`config.mk`:
```
export PLATFORM = sky130hd
export DESIGN_NAME = reaction_timer_ctrl
export DESIGN_NICKNAME = d
export VERILOG_FILES = /design/src/rtl/reaction_pkg.sv /design/src/rtl/reaction_timer_ctrl_bcd.sv /design/src/rtl/reaction_timer_ctrl.sv
export SDC_FILE = /design/constraint.sdc
export NUM_CORES = 1
export LEC_CHECK = 0
export ABC_AREA = 0
export ABC_CLOCK_PERIOD_IN_PS = 5000
export CORE_MARGIN = 10
export CORE_UTILIZATION = 59
export DETAILED_ROUTE_END_ITERATION = 8
export PLACE_DENSITY = 0.8
export SYNTH_ARGS = -nofsm -noshare
export SYNTH_HDL_FRONTEND = slang
export SYNTH_HIERARCHICAL = 1
export SYNTH_SLANG_ARGS = --single-unit
```
`constraint.sdc`:
```
create_clock -name clk -period 5 [get_ports clk]
set_input_delay 1.5 -clock clk [delete_from_list [all_inputs] [get_ports clk]]
set_output_delay 1.5 -clock clk [all_outputs]
set_load 0.01 [all_outputs]
```
`src/rtl/reaction_pkg.sv`:
```
`default_nettype none
// ============================================================================
//  Module   : reaction_pkg
//  Purpose  : Shared types and constants for the reaction-timer controller:
//             FSM state encoding, BCD saturation value, LFSR seed and taps,
//             and the LFSR step function.
//  Revision : 1.0  initial release
// ============================================================================
package reaction_pkg;

    typedef enum logic [2:0] {
        ST_IDLE  = 3'd0,
        ST_DELAY = 3'd1,
        ST_RUN   = 3'd2,
        ST_SHOW  = 3'd3,
        ST_EARLY = 3'd4
    } state_t;

    localparam logic [15:0] BCD_MAX   = 16'h9999;
    localparam logic [15:0] LFSR_SEED = 16'hACE1;
    // Fibonacci taps 16/14/13/11 expressed as bit positions 15/13/12/10.
    localparam logic [15:0] LFSR_TAPS = 16'hB400;

    // One shift of the 16-bit Fibonacci LFSR; feedback enters at bit 0.
    function automatic logic [15:0] lfsr_step(input logic [15:0] cur);
        return {cur[14:0], ^(cur & LFSR_TAPS)};
    endfunction

endpackage
`default_nettype wire

```
`src/rtl/reaction_timer_ctrl_bcd.sv`:
```
`default_nettype none
// ============================================================================
//  Module   : bcd_count4
//  Purpose  : 4-digit packed-BCD up-counter that saturates at 9999.
//  Ports    : clk, _reset (async, active-low)
//             clr       - synchronous clear to 0000 (wins over en)
//             en        - advance by one
//             count     - current value
//             count_inc - value the counter takes if en is asserted
//             max       - count is 9999
//  Revision : 1.0  initial release
// ============================================================================
module bcd_count4
    import reaction_pkg::*;
(
    input  logic        clk,
    input  logic        _reset,
    input  logic        clr,
    input  logic        en,
    output logic [15:0] count,
    output logic [15:0] count_inc,
    output logic        max
);

    logic [15:0] r_count;
    logic [15:0] w_inc;
    logic        w_carry;

    // Ripple the +1 through the digits; a digit at 9 wraps to 0 and carries.
    always_comb begin
        w_inc   = r_count;
        w_carry = 1'b1;
        for (int d = 0; d < 4; d++) begin
            if (w_carry) begin
                if (r_count[4*d +: 4] == 4'd9) begin
                    w_inc[4*d +: 4] = 4'd0;
                end else begin
                    w_inc[4*d +: 4] = r_count[4*d +: 4] + 4'd1;
                    w_carry         = 1'b0;
                end
            end
        end
        if (r_count == BCD_MAX) begin
            w_inc = BCD_MAX;
        end
    end

    always_ff @(posedge clk or negedge _reset) begin
        if (!_reset) begin
            r_count <= 16'h0000;
        end else if (clr) begin
            r_count <= 16'h0000;
        end else if (en) begin
            r_count <= w_inc;
        end
    end

    assign count     = r_count;
    assign count_inc = w_inc;
    assign max       = (r_count == BCD_MAX);

endmodule
`default_nettype wire

```
`src/rtl/reaction_timer_ctrl.sv`:
```
`default_nettype none
// ============================================================================
//  Module   : reaction_timer_ctrl
//  Purpose  : Sequences a reaction-timer trial: 1 ms tick prescaler, random
//             arming delay from a free-running LFSR, cue LED, BCD millisecond
//             count, early-press / overflow detection and best-time tracking.
//  Ports    : clk, _reset (async, active-low)
//             start, stop        - single-cycle button pulses
//             led                - cue light, high only while timing
//             time_bcd, best_bcd - current/last and best time, packed BCD ms
//             early, ovr         - last trial aborted early / saturated
//  Revision : 1.0  initial release
// ============================================================================
module reaction_timer_ctrl
    import reaction_pkg::*;
#(
    parameter int unsigned TICK_DIV     = 50000,
    parameter int unsigned DELAY_MIN_MS = 1000,
    parameter int unsigned RAND_BITS    = 11
) (
    input  logic        clk,
    input  logic        _reset,
    input  logic        start,
    input  logic        stop,
    output logic        led,
    output logic [15:0] time_bcd,
    output logic [15:0] best_bcd,
    output logic        early,
    output logic        ovr
);

    localparam int c_psc_w = (TICK_DIV > 1) ? $clog2(TICK_DIV) : 1;
    localparam int c_dly_w = $clog2(DELAY_MIN_MS + (2 ** RAND_BITS));

    localparam logic [c_psc_w-1:0] c_psc_last = c_psc_w'(TICK_DIV - 1);
    localparam logic [c_psc_w-1:0] c_psc_one  = c_psc_w'(1);
    localparam logic [c_dly_w-1:0] c_dly_one  = c_dly_w'(1);
    localparam logic [c_dly_w-1:0] c_dly_min  = c_dly_w'(DELAY_MIN_MS);

    state_t               r_state, w_state_nxt;
    logic [15:0]          r_lfsr;
    logic [c_psc_w-1:0]   r_psc;
    logic [c_dly_w-1:0]   r_delay;
    logic                 r_led, r_early, r_ovr;
    logic [15:0]          r_best;

    logic                 w_tick;
    logic                 w_psc_clr, w_dly_load, w_cnt_clr, w_cnt_en;
    logic                 w_led_nxt, w_early_nxt, w_ovr_nxt;
    logic [15:0]          w_best_nxt;
    logic [15:0]          w_time, w_time_inc, w_time_final;
    logic                 w_time_max;

    assign w_tick = (r_psc == c_psc_last);

    // A stop that lands on a tick still counts that tick, so the frozen value
    // is the number of whole ticks elapsed at the stop sample.
    assign w_time_final = w_tick ? w_time_inc : w_time;

    bcd_count4 u_time (
        .clk       (clk),
        ._reset    (_reset),
        .clr       (w_cnt_clr),
        .en        (w_cnt_en),
        .count     (w_time),
        .count_inc (w_time_inc),
        .max       (w_time_max)
    );

    always_ff @(posedge clk or negedge _reset) begin
        if (!_reset) begin
            r_state <= ST_IDLE;
        end else begin
            r_state <= w_state_nxt;
        end
    end

    always_comb begin
        w_state_nxt = r_state;
        w_psc_clr   = 1'b0;
        w_dly_load  = 1'b0;
        w_cnt_clr   = 1'b0;
        w_cnt_en    = 1'b0;
        w_led_nxt   = r_led;
        w_early_nxt = r_early;
        w_ovr_nxt   = r_ovr;
        w_best_nxt  = r_best;
        case (r_state)
            ST_IDLE, ST_SHOW, ST_EARLY: begin
                if (start) begin
                    w_state_nxt = ST_DELAY;
                    w_dly_load  = 1'b1;
                    w_psc_clr   = 1'b1;
                    w_cnt_clr   = 1'b1;
                    w_early_nxt = 1'b0;
                    w_ovr_nxt   = 1'b0;
                    w_led_nxt   = 1'b0;
                end
            end
            ST_DELAY: begin
                if (stop) begin
                    w_state_nxt = ST_EARLY;
                    w_early_nxt = 1'b1;
                    w_led_nxt   = 1'b0;
                end else if (w_tick && (r_delay <= c_dly_one)) begin
                    w_state_nxt = ST_RUN;
                    w_psc_clr   = 1'b1;
                    w_led_nxt   = 1'b1;
                end
            end
            ST_RUN: begin
                if (stop) begin
                    w_state_nxt = ST_SHOW;
                    w_led_nxt   = 1'b0;
                    w_cnt_en    = w_tick;
                    if (w_time_final < r_best) begin
                        w_best_nxt = w_time_final;
                    end
                end else if (w_tick) begin
                    if (w_time_max) begin
                        w_state_nxt = ST_SHOW;
                        w_ovr_nxt   = 1'b1;
                        w_led_nxt   = 1'b0;
                    end else begin
                        w_cnt_en = 1'b1;
                    end
                end
            end
            default: begin
                w_state_nxt = ST_IDLE;
                w_led_nxt   = 1'b0;
            end
        endcase
    end

    always_ff @(posedge clk or negedge _reset) begin
        if (!_reset) begin
            r_lfsr  <= LFSR_SEED;
            r_psc   <= '0;
            r_delay <= '0;
            r_led   <= 1'b0;
            r_early <= 1'b0;
            r_ovr   <= 1'b0;
            r_best  <= BCD_MAX;
        end else begin
            r_lfsr <= lfsr_step(r_lfsr);
            if (w_psc_clr || w_tick) begin
                r_psc <= '0;
            end else begin
                r_psc <= r_psc + c_psc_one;
            end
            if (w_dly_load) begin
                r_delay <= c_dly_min + c_dly_w'(r_lfsr[RAND_BITS-1:0]);
            end else if ((r_state == ST_DELAY) && w_tick && (r_delay != '0)) begin
                r_delay <= r_delay - c_dly_one;
            end
            r_led   <= w_led_nxt;
            r_early <= w_early_nxt;
            r_ovr   <= w_ovr_nxt;
            r_best  <= w_best_nxt;
        end
    end

    assign led      = r_led;
    assign time_bcd = w_time;
    assign best_bcd = r_best;
    assign early    = r_early;
    assign ovr      = r_ovr;

endmodule
`default_nettype wire

```
# ---- Yosys cells after proc, flatten, opt, wreduce, memory -nomap -nowiden
# Cells that the tools add are included.
dict set report op_classes {
  addsub 7
  n_reduce_logical 16
  n_lt_le_gt_ge 2
  n_mux 48
  n_eq_ne 18
}
# cell count
set ops {}
lappend ops {{$mux W16} 5}
lappend ops {{$eq A16 B16 Y1 const B} 2}
lappend ops {{$mux W4} 7}
lappend ops {{$mux W12} 2}
lappend ops {{$mux W1} 23}
lappend ops {{$mux W3} 6}
lappend ops {{$add A16 B1 Y16 const B} 1}
lappend ops {{$add A4 B1 Y4 const B} 4}
lappend ops {{$eq A4 B4 Y1 const B} 4}
lappend ops {{$lt A16 B16 Y1} 1}
lappend ops {{$reduce_xor A16 Y1} 1}
lappend ops {{$add A10 B11 Y12 const A} 1}
lappend ops {{$le A12 B1 Y1 const B} 1}
lappend ops {{$reduce_bool A12 Y1} 1}
lappend ops {{$sub A12 B1 Y12 const B} 1}
lappend ops {{$pmux W3 S3} 1}
lappend ops {{$ne A2 B2 Y1 const B} 4}
lappend ops {{$reduce_bool A2 Y1} 4}
lappend ops {{$eq A3 B2 Y1 const B} 2}
lappend ops {{$ne A3 B3 Y1 const B} 2}
lappend ops {{$pmux W1 S2} 3}
lappend ops {{$reduce_and A3 Y1} 2}
lappend ops {{$reduce_and A5 Y1} 1}
lappend ops {{$reduce_and A4 Y1} 1}
lappend ops {{other kinds (9)} 11}
dict set report word_totals {
  output_inout_bits 35
  wordCells 100
  input_bits 4
  ff_bits 82
}

# ---- Longest topological paths before layout
# Gate-level depths: netlist of the first run.
dict set report logic_depth {
  depth_word 9
  mapped_depth 15
  ltp_nobuf 13
}

# ---- Cells and area by module
# Netlist of the first run, hierarchy kept.
# mod seq_area_each_um2 cells_each area_per_inst_um2 n_inst
set by_module_without_submodules {}
lappend by_module_without_submodules {reaction_timer_ctrl 1671.6 387 3703.6 1}
lappend by_module_without_submodules {bcd_count4 400.4 165 1418.9 1}

# ---- Worst setup path before layout of the first run
# OpenSTA, ideal clock, no wires.
dict set report synth_timing {
  path_kind {flip-flop to flip-flop}
  from {register r_psc[10]}
  to {register r_best[10], in the netlist best_bcd[10]}
  path_stages_with_launch 13
  setup_ps 125
  t_arrival_ps 3398
  path_slack_ps 1477
  n_path_buf 2
  synth_period_minus_slack_ps 3523
  t_required_ps 4875
  cell_sequence {dfrtp_1 > or4b_4 > or4_1 > clkbuf_1 > nand2_1 > nand2_1 > ha_1 > a211oi_1 > o2111ai_1 > a221oi_1 > a31oi_4 > buf_4 > mux2_2}
}
dict set report synth_via {
  elab_chain_len 4
}
# element line_no
set synth_lines {}
lappend synth_lines {{from (decl)} reaction_timer_ctrl.sv:42} ;# logic [c_psc_w-1:0] r_psc;
lappend synth_lines {{from (signal assigned)} reaction_timer_ctrl.sv:150} ;# r_psc <= r_psc + c_psc_one;
lappend synth_lines {{$eq A16 B16 Y1} reaction_timer_ctrl.sv:54} ;# assign w_tick = (r_psc == c_psc_last);
lappend synth_lines {{$mux W16} reaction_timer_ctrl.sv:58} ;# assign w_time_final = w_tick ? w_time_inc : w_time;
lappend synth_lines {{net w_time_final[13]} reaction_timer_ctrl.sv:51} ;# logic [15:0] w_time, w_time_inc, w_time_final;
lappend synth_lines {{$lt A16 B16 Y1} reaction_timer_ctrl.sv:116} ;# if (w_time_final < r_best) begin
lappend synth_lines {{$reduce_and A3 Y1 (no source line)} -}
lappend synth_lines {{to (signal assigned)} reaction_timer_ctrl.sv:160} ;# r_best <= w_best_nxt;
lappend synth_lines {{to (decl)} reaction_timer_ctrl.sv:45} ;# logic [15:0] r_best;
# The timed path passes the listed nets, and every way through them passes these cells.
# A chain may end at the register's enable or synchronous reset.

# ---- Final worst setup path of the first run
dict set report layout_timing {
  from {register r_psc[10]}
  to {register r_best[5], in the netlist best_bcd[5]}
}
# Same word-level chain as after synthesis.

==> metrics.txt, run 1 <==
# TYPE chip_impl_metric gauge
chip_impl_info{name="status",value="completed"} 1
chip_impl_metric{name="crit_required",unit="ps"} 5240
chip_impl_metric{name="setup_clock_skew_after_layout",unit="ps"} 15.9
chip_impl_metric{name="ctsHoldBuffers",unit=""} 0
chip_impl_metric{name="hold-path-cell-count",unit=""} 0
chip_impl_metric{name="initial_core_util",unit=""} 0.614
chip_impl_info{name="dominantRegCellSynth",value="sky130_fd_sc_hd__dfrtp_1"} 1
chip_impl_metric{name="placeable_area",unit="um2"} 8340
chip_impl_info{name="worst-setup-path-type",value="reg -> reg"} 1
chip_impl_metric{name="timing.final.crit_share",unit=""} 0.806
chip_impl_metric{name="yosys.area_share.adder",unit=""} 0.0660
chip_impl_metric{name="proportion_of_power_drawn_by_flip_flops_and_latches",unit=""} 0.463
chip_impl_info{name="timing.rr.end",value="best_bcd[5]"} 1
chip_impl_metric{name="clk-insertion-delay-late",unit="ps"} 360
chip_impl_metric{name="syn_avg_cell_area",unit="um2"} 9.28
chip_impl_info{name="hold_class",value="reg -> reg"} 1
chip_impl_metric{name="detail_route.drc_violations",unit=""} 0
chip_impl_info{name="crit_path_start_kind",value="register"} 1
chip_impl_metric{name="detailedPlacementHpwl",unit="um"} 8500
chip_impl_metric{name="clock_path_buffers",unit=""} 2
chip_impl_metric{name="p_sw",unit="uW"} 716
chip_impl_metric{name="routabilityCongestion",unit=""} 0.895
chip_impl_metric{name="net_count_of_the_mapped_netlist",unit=""} 583
chip_impl_metric{name="combinationalPowerShare",unit=""} 0.297
chip_impl_metric{name="number_of_hold_slack_violations_in_the_final_timing_report",unit=""} 0
chip_impl_metric{name="first_iter_violations",unit=""} 324
chip_impl_info{name="clock_tree_from_tritoncts",value="yes"} 1
chip_impl_metric{name="synth_cell_types",unit=""} 69
chip_impl_metric{name="timing.critical_path.fanout_max",unit=""} 20
chip_impl_metric{name="r2r_cells",unit=""} 10
chip_impl_metric{name="cts_post_setup_buffers_inserted",unit=""} 0
chip_impl_metric{name="xor_xnor_share_of_the_synthesized_area",unit=""} 0.0376
chip_impl_metric{name="timing.fmax",unit="MHz"} 248
chip_impl_metric{name="share_clk_of_total_power",unit=""} 0.240
chip_impl_metric{name="synth.area.mux_share",unit=""} 0.0525
chip_impl_metric{name="p_int",unit="mW"} 1.22
chip_impl_metric{name="fp.dieW",unit="um"} 113
chip_impl_metric{name="grt_pass1_vias",unit=""} 4231
chip_impl_metric{name="worstMarginPinSlew",unit="ps"} 1020
chip_impl_metric{name="route.final.wire_length",unit="um"} 11900
chip_impl_metric{name="cts_inserted_buffers",unit=""} 9
chip_impl_metric{name="htree_levels",unit=""} 3
chip_impl_metric{name="nFillCells",unit=""} 668
chip_impl_metric{name="die_area",unit="um2"} 12800
chip_impl_info{name="grt_setup_unrepaired",value="false"} 1
chip_impl_metric{name="ant_nets",unit=""} 0
chip_impl_metric{name="route.detailed.wl_per_inst",unit="um"} 17.3
chip_impl_metric{name="grt_util_all_layers",unit=""} 0.190
chip_impl_metric{name="yosys_warnings",unit=""} 6
chip_impl_info{name="min_from",value="r_lfsr[14]"} 1
chip_impl_metric{name="worst_ir_drop_vdd",unit="mV"} 0.215
chip_impl_metric{name="post_dp_cell_area",unit="um2"} 5520
chip_impl_metric{name="setup.reg_to_reg.worst_slack",unit="ps"} 970
chip_impl_metric{name="area_delta_synth_final",unit="%"} 11.4
chip_impl_metric{name="hold_ws",unit="ps"} 370
chip_impl_metric{name="total_leakage_power",unit="nW"} 2.52
chip_impl_metric{name="seq_total_area_yosys",unit=""} 0.404
chip_impl_metric{name="synth-edff-count",unit=""} 0
chip_impl_info{name="hold_path_end",value="r_lfsr[15]"} 1
chip_impl_metric{name="async_s_r_ff_share_synth",unit=""} 1.00
chip_impl_metric{name="die_height",unit="um"} 113
chip_impl_metric{name="slew_headroom",unit=""} 0.321
chip_impl_metric{name="design_power_total",unit="mW"} 1.93
chip_impl_metric{name="num_io_pins",unit=""} 39
chip_impl_metric{name="nNetsFinal",unit=""} 612
chip_impl_metric{name="final-instance-count-excl-fill",unit=""} 691
chip_impl_metric{name="ratio_of_cells_with_drive_above_1_in_the_final_layout",unit=""} 0.130
chip_impl_metric{name="switching_share_of_total_power",unit=""} 0.370
chip_impl_metric{name="post_synth_and_or_nand_nor_area_fraction",unit=""} 0.243
chip_impl_metric{name="synth-seq-cells",unit=""} 82
chip_impl_metric{name="num_antenna_cells",unit=""} 0
chip_impl_info{name="synth_top_family_by_area",value="simple AND/OR/NAND/NOR gates"} 1
chip_impl_metric{name="finalCriticalPeriod",unit="ps"} 4030
chip_impl_metric{name="detail_route.first_pass.iterations",unit=""} 5
chip_impl_metric{name="fraction_of_the_mapped_netlist_area_in_compound_gates",unit=""} 0.141
chip_impl_metric{name="place.detailed.instances",unit=""} 675
chip_impl_metric{name="setup_viol",unit=""} 0
chip_impl_metric{name="routed-via-count",unit=""} 4302
chip_impl_metric{name="netlist_area",unit="um2"} 5120
chip_impl_metric{name="clkSinkCount",unit=""} 82
chip_impl_metric{name="setup_total_negative_slack",unit="ps"} 0
chip_impl_metric{name="largest_net_degree_at_the_start_of_global_routing",unit=""} 83
chip_impl_info{name="endpoint_kind",value="register"} 1
chip_impl_metric{name="timing.final.max_slew_violations",unit=""} 0
chip_impl_info{name="cts_root_buf",value="sky130_fd_sc_hd__clkbuf_8"} 1
chip_impl_metric{name="seqCellArea",unit="um2"} 2070
chip_impl_metric{name="gate_count_of_the_mapped_netlist",unit=""} 552
chip_impl_info{name="regToRegStartpoint",value="r_psc[10]"} 1
chip_impl_metric{name="grt_first_pass_wirelength",unit="um"} 20800
chip_impl_metric{name="grt_overflow_total",unit=""} 0
chip_impl_metric{name="port_buffers",unit=""} 38
chip_impl_metric{name="max_cap_viol_count",unit=""} 0
chip_impl_metric{name="critPathArrivalTime",unit="ps"} 4270
chip_impl_metric{name="cts.reportedPaths.clkPinSlew",unit="ps"} 90
chip_impl_metric{name="fp-row-count",unit=""} 33
chip_impl_metric{name="avgViaCountPerCell",unit=""} 6.23
chip_impl_metric{name="multiInputGateArea",unit="um2"} 2770
chip_impl_metric{name="p_per_area",unit="nW/um2"} 339
chip_impl_metric{name="design_area",unit="um2"} 5710
chip_impl_metric{name="grt_antenna_before_repair",unit=""} 0
chip_impl_metric{name="post_cts_resized",unit=""} 0
-- state kept, by name, summed over array words and instances, names as in the netlist --
register,cells
best_bcd,16
early,1
led,1
ovr,1
r_delay,12
r_lfsr,16
r_psc,16
r_state,3
u_time/count,16
-- cells in the final DEF, fill, tap and decap left out, types with 3 or more instances in the layout --
cell	Yosys	layout
sky130_fd_sc_hd__and3b_1	4	4
sky130_fd_sc_hd__o31ai_1	3	3
sky130_fd_sc_hd__dfstp_2	16	16
sky130_fd_sc_hd__buf_4	2	4
sky130_fd_sc_hd__nor4_1	5	5
sky130_fd_sc_hd__a211oi_1	6	6
sky130_fd_sc_hd__or4_1	8	8
sky130_fd_sc_hd__nor2_1	31	31
sky130_fd_sc_hd__and4_1	3	3
sky130_fd_sc_hd__xnor2_1	10	10
sky130_fd_sc_hd__o311ai_0	3	3
sky130_fd_sc_hd__o21ai_0	29	28
sky130_fd_sc_hd__a21oi_1	25	25
sky130_fd_sc_hd__a31oi_1	9	9
sky130_fd_sc_hd__nor3_1	13	13
sky130_fd_sc_hd__and3_1	7	7
sky130_fd_sc_hd__inv_1	39	39
sky130_fd_sc_hd__nand4_1	11	11
sky130_fd_sc_hd__nand3_1	20	20
sky130_fd_sc_hd__nand2_1	77	77
sky130_fd_sc_hd__nor2b_1	4	4
sky130_fd_sc_hd__clkbuf_8	0	9
sky130_fd_sc_hd__nand3b_1	3	3
sky130_fd_sc_hd__a311oi_1	3	3
sky130_fd_sc_hd__o2111ai_1	3	3
sky130_fd_sc_hd__xor2_1	12	12
sky130_fd_sc_hd__clkdlybuf4s50_1	0	37
sky130_fd_sc_hd__or3_1	15	15
sky130_fd_sc_hd__mux2_2	23	23
sky130_fd_sc_hd__dfrtp_1	66	66
sky130_fd_sc_hd__ha_1	27	27
sky130_fd_sc_hd__o211ai_1	9	9
-- how the worst max path moves through the flow --
stage,startpoint,to,slack (ps),cells past startpoint
2_1_floorplan,r_psc[10],best_bcd[10],1480,12
3_3_place_gp,r_psc[7],best_bcd[2],1040,10
3_5_place_dp,stop,u_time/count[12],960,6
4_1_cts,r_psc[12],best_bcd[5],990,10
5_1_grt,r_psc[0],best_bcd[1],660,11
6_report,r_psc[10],best_bcd[5],970,10
-- critical path, stage by stage, from the launching register on --
cell,delay [ps]
sky130_fd_sc_hd__dfrtp_1,430
sky130_fd_sc_hd__or4b_4,560
sky130_fd_sc_hd__or4_1,890
sky130_fd_sc_hd__nand2_1,180
sky130_fd_sc_hd__nand2_1,120
sky130_fd_sc_hd__ha_1,320
sky130_fd_sc_hd__nor3_1,60
sky130_fd_sc_hd__a211oi_1,260
sky130_fd_sc_hd__a221oi_1,170
sky130_fd_sc_hd__a31oi_4,520
sky130_fd_sc_hd__mux2_2,410
-- Yosys cell counts, types with 7 or more instances --
library cell	number	area (um2)
sky130_fd_sc_hd__a21oi_1	25	125
sky130_fd_sc_hd__a31oi_1	9	56.3
sky130_fd_sc_hd__and3_1	7	43.8
sky130_fd_sc_hd__buf_2	7	35.0
sky130_fd_sc_hd__clkbuf_1	10	37.5
sky130_fd_sc_hd__dfrtp_1	66	1650
sky130_fd_sc_hd__dfstp_2	16	420
sky130_fd_sc_hd__ha_1	27	338
sky130_fd_sc_hd__inv_1	39	146
sky130_fd_sc_hd__mux2_2	23	259
sky130_fd_sc_hd__nand2_1	77	289
sky130_fd_sc_hd__nand3_1	20	100
sky130_fd_sc_hd__nand4_1	11	68.8
sky130_fd_sc_hd__nor2_1	31	116
sky130_fd_sc_hd__nor3_1	13	65.1
sky130_fd_sc_hd__o211ai_1	9	67.6
sky130_fd_sc_hd__o21ai_0	29	145
sky130_fd_sc_hd__or3_1	15	93.8
sky130_fd_sc_hd__or4_1	8	60.1
sky130_fd_sc_hd__xnor2_1	10	87.6
sky130_fd_sc_hd__xor2_1	12	105
-- area by class of cell --
| type | count | share of cell area |
|---|---|---|
| Clock buffer | 9 | 0.0217 |
| Clock inverter | 7 | 0.0105 |
| Inverter | 40 | 0.0263 |
| Multi-Input combinational cell | 407 | 0.485 |
| Sequential cell | 82 | 0.363 |
| Tap cell | 105 | 0.0230 |
| Timing Repair Buffer | 41 | 0.0702 |
-- logic make-up after synthesis --
kind of cell	after synthesis
AND/OR/NAND/NOR	224
AO/OA/AOI/OAI	110
buffers and inverters	63
flip-flops	82
multiplexers	24
XOR/XNOR	22
adder cells (fa/ha/maj)	27
-- per-layer routing --
metal	routed length, um	share of wire	global-route usage	vias up
met3	710	0.059	0.0338	16
met5	0	0	0	-
met1	5280	0.44	0.253	2095
met2	5780	0.48	0.304	128
met4	174	0.015	0.0668	0
li1	-	-	-	2063
-- power groups by stage --
stage                     Clock (mW)  Sequential (mW)  Combinational, mW
after CTS                      0.471            0.893              0.576
final                          0.463            0.896              0.574
after global routing           0.501            0.914              0.641
after floorplan                    0            0.862              0.414
after detailed placement           0            0.903              0.575
after global placement             0            0.895              0.555
-- stage by stage --
step	setup slack, ps	utilization
after floorplan	1480	-
after global placement	1040	0.662
after detailed placement	960	0.662
after CTS	989	0.684
after global routing	663	0.684
final	971	0.684
Power figures use the tool's default switching activity.
==> run 2: changes to the inputs <==
--- a/config.mk
+++ b/config.mk
@@ -6,11 +6,11 @@
 export NUM_CORES = 1
 export LEC_CHECK = 0
 export ABC_AREA = 0
-export ABC_CLOCK_PERIOD_IN_PS = 5000
+export ABC_CLOCK_PERIOD_IN_PS = 3300
 export CORE_MARGIN = 10
-export CORE_UTILIZATION = 59
+export CORE_UTILIZATION = 53
 export DETAILED_ROUTE_END_ITERATION = 8
-export PLACE_DENSITY = 0.8
+export PLACE_DENSITY = 0.76
 export SYNTH_ARGS = -nofsm -noshare
 export SYNTH_HDL_FRONTEND = slang
 export SYNTH_HIERARCHICAL = 1
==> constraint.sdc (replaced) <==
create_clock -name clk -period 3.3 [get_ports clk]
set_input_delay 0.99 -clock clk [delete_from_list [all_inputs] [get_ports clk]]
set_output_delay 0.99 -clock clk [all_outputs]
set_load 0.01 [all_outputs]
==> metrics.txt, run 2 (synthesis gave the netlist of run 1 again) <==
# TYPE chip_impl_metric gauge
chip_impl_info{name="status",value="complete, but fails checks"} 1
chip_impl_info{name="failed_checks",value="negative setup slack"} 1
chip_impl_metric{name="slew_headroom",unit=""} 0.305
chip_impl_info{name="hold_class",value="reg -> reg"} 1
chip_impl_metric{name="num_io_pins",unit=""} 39
chip_impl_metric{name="nFillCells",unit=""} 725
chip_impl_metric{name="timing.final.crit_share",unit=""} 1.03
chip_impl_info{name="grt_setup_unrepaired",value="true"} 1
chip_impl_metric{name="clk-insertion-delay-late",unit="ps"} 370
chip_impl_metric{name="cts_inserted_buffers",unit=""} 9
chip_impl_info{name="cts_root_buf",value="sky130_fd_sc_hd__clkbuf_8"} 1
chip_impl_metric{name="timing.critical_path.fanout_max",unit=""} 7
chip_impl_metric{name="critPathArrivalTime",unit="ps"} 3650
chip_impl_metric{name="util_after_layout",unit=""} 0.694
chip_impl_metric{name="fp.dieW",unit="um"} 118
chip_impl_metric{name="detail_route.first_pass.iterations",unit=""} 6
chip_impl_metric{name="total_leakage_power",unit="nW"} 2.91
chip_impl_metric{name="route.final.wire_length",unit="um"} 13500
chip_impl_metric{name="routabilityCongestion",unit=""} 0.925
chip_impl_metric{name="timing.fmax",unit="MHz"} 294
chip_impl_metric{name="port_buffers",unit=""} 38
chip_impl_metric{name="worstMarginPinSlew",unit="ps"} 1040
chip_impl_metric{name="htree_levels",unit=""} 3
chip_impl_metric{name="number_of_hold_slack_violations_in_the_final_timing_report",unit=""} 0
chip_impl_info{name="clock_tree_from_tritoncts",value="yes"} 1
chip_impl_metric{name="grt_overflow_total",unit=""} 0
chip_impl_metric{name="timing.final.max_slew_violations",unit=""} 0
chip_impl_metric{name="hold_ws",unit="ps"} 364
chip_impl_metric{name="max_cap_viol_count",unit=""} 0
chip_impl_metric{name="first_iter_violations",unit=""} 443
chip_impl_metric{name="clock_path_buffers",unit=""} 2
chip_impl_metric{name="die_height",unit="um"} 118
chip_impl_metric{name="setup.reg_to_reg.worst_slack",unit="ps"} -100
chip_impl_info{name="cp_cell_sequence",value="or4b_4 > or4_4 > nand2_1 > nand2_1 > ha_4 > o21ai_1 > a211oi_2 > a221oi_2 > a31oi_4 > buf_6 > mux2_2"} 1
chip_impl_info{name="crit_path_start_kind",value="register"} 1
chip_impl_metric{name="multiInputGateArea",unit="um2"} 3000
chip_impl_metric{name="ratio_of_cells_with_drive_above_1_in_the_final_layout",unit=""} 0.262
chip_impl_metric{name="setup_ws",unit="ps"} -102
chip_impl_metric{name="fp-row-count",unit=""} 35
chip_impl_info{name="layout_common_cells",value="sky130_fd_sc_hd__nand2_1 (71), sky130_fd_sc_hd__dfrtp_1 (66), sky130_fd_sc_hd__buf_4 (59)"} 1
chip_impl_metric{name="clkSinkCount",unit=""} 82
chip_impl_metric{name="p_per_area",unit="nW/um2"} 480
chip_impl_metric{name="placeable_area",unit="um2"} 9330
chip_impl_info{name="path_common_cell",value="sky130_fd_sc_hd__nand2_1"} 1
chip_impl_metric{name="setup_clock_skew_after_layout",unit="ps"} 14.4
chip_impl_info{name="worst-setup-path-type",value="reg -> reg"} 1
chip_impl_metric{name="grt_first_pass_wirelength",unit="um"} 22900
chip_impl_metric{name="worst_ir_drop_vdd",unit="mV"} 0.299
chip_impl_metric{name="nNetsFinal",unit=""} 675
chip_impl_info{name="endpoint_kind",value="register"} 1
chip_impl_metric{name="finalCriticalPeriod",unit="ps"} 3400
chip_impl_info{name="critPathSlowestCell",value="sky130_fd_sc_hd__or4_4"} 1
chip_impl_metric{name="largest_net_degree_at_the_start_of_global_routing",unit=""} 83
chip_impl_metric{name="ant_nets",unit=""} 0
chip_impl_metric{name="seqCellArea",unit="um2"} 2070
chip_impl_metric{name="grt_antenna_before_repair",unit=""} 0
chip_impl_metric{name="num_antenna_cells",unit=""} 0
chip_impl_metric{name="setup_viol",unit=""} 16
chip_impl_metric{name="grt_pass1_vias",unit=""} 4717
chip_impl_metric{name="detail_route.drc_violations",unit=""} 0
chip_impl_metric{name="ctsHoldBuffers",unit=""} 0
chip_impl_metric{name="place_ws",unit="ps"} -117
chip_impl_metric{name="detailedPlacementHpwl",unit="um"} 9340
chip_impl_info{name="commonest_non_fill_non_tap_cell_in_the_layout",value="sky130_fd_sc_hd__nand2_1"} 1
chip_impl_metric{name="crit_required",unit="ps"} 3550
chip_impl_metric{name="route.detailed.wl_per_inst",unit="um"} 17.4
chip_impl_metric{name="avgViaCountPerCell",unit=""} 5.99
chip_impl_metric{name="cts.reportedPaths.clkPinSlew",unit="ps"} 90
chip_impl_metric{name="die_area",unit="um2"} 14000
chip_impl_metric{name="initial_core_util",unit=""} 0.549
chip_impl_metric{name="timing.critical_path.slowest_cell_delay",unit="ps"} 600
chip_impl_metric{name="routed-via-count",unit=""} 4664
chip_impl_metric{name="area_delta_synth_final",unit="%"} 26.4
chip_impl_metric{name="grt_util_all_layers",unit=""} 0.192
run 2: cell count changes in the layout (fill, tap and decap cells not counted), sizes merged:
cell	before	now
inv	43	41
clkinvlp	2	1
clkinv	2	5
buf	4	65
or4	8	10
run 2: repair_timing:
item                                    in CTS  in global routing
gates cloned                                 2                  0
buffers inserted                             3                  0
endpoints found under the setup margin      16                 16
gates resized for setup                     15                 16
pin swaps                                    6                  5
run 2: cell type report:
cell class | count | area share
multi-input cells | 409 | 0.464
inverters | 40 | 0.0232
repair buffers | 102 | 0.139
clock buffers | 9 | 0.0191
well taps | 129 | 0.0249
flip-flops and latches | 82 | 0.320
clock inverters | 7 | 0.00986
run 2: through the flow:
stage	area [um2]	power [mW]	std cells	setup TNS, ps
floorplan	5220	1.97	552	-187
global placement	6080	2.30	757	-21.4
detailed placement	6080	2.34	757	-1310
CTS	6380	3.07	778	-57.4
global route	6470	3.31	778	-2480
finish	6470	3.11	778	-1070
run 2: worst max-delay path: cells and delay by family, from the launching register on:
kind,cells,cell delay [ps]
flip-flops,1,390
adder cells (fa/ha/maj),1,310
AND/OR/NAND/NOR,4,1430
AO/OA/AOI/OAI,4,650
multiplexers,1,340
buffers and inverters,1,160
run 2: layer usage:
metal	vias up	share of wire	GRT usage
met2	154	0.50	0.329
li1	2191	-	-
met1	2298	0.42	0.236
met3	21	0.060	0.0366
met4	0	0.020	0.0696
met5	-	0	0
run 2: final timing paths:
check / from / end / cells past startpoint
max: r_psc[13] / best_bcd[5] / 11
min: r_lfsr[14] / r_lfsr[15] / 0
max reg2reg: r_psc[13] / best_bcd[5] / 11
min reg2reg: r_lfsr[14] / r_lfsr[15] / 0
max in group asynchronous: _reset / best_bcd[1] / 1
min in group asynchronous: _reset / u_time/count[11] / 1
run 2: report_power, final:
part / total [mW] / internal, mW / leakage [nW] / switching, mW
clock: 0.704 / 0.286 / 0.0930 / 0.418
sequential: 1.35 / 1.17 / 1.05 / 0.185
combinational: 1.06 / 0.499 / 1.77 / 0.557
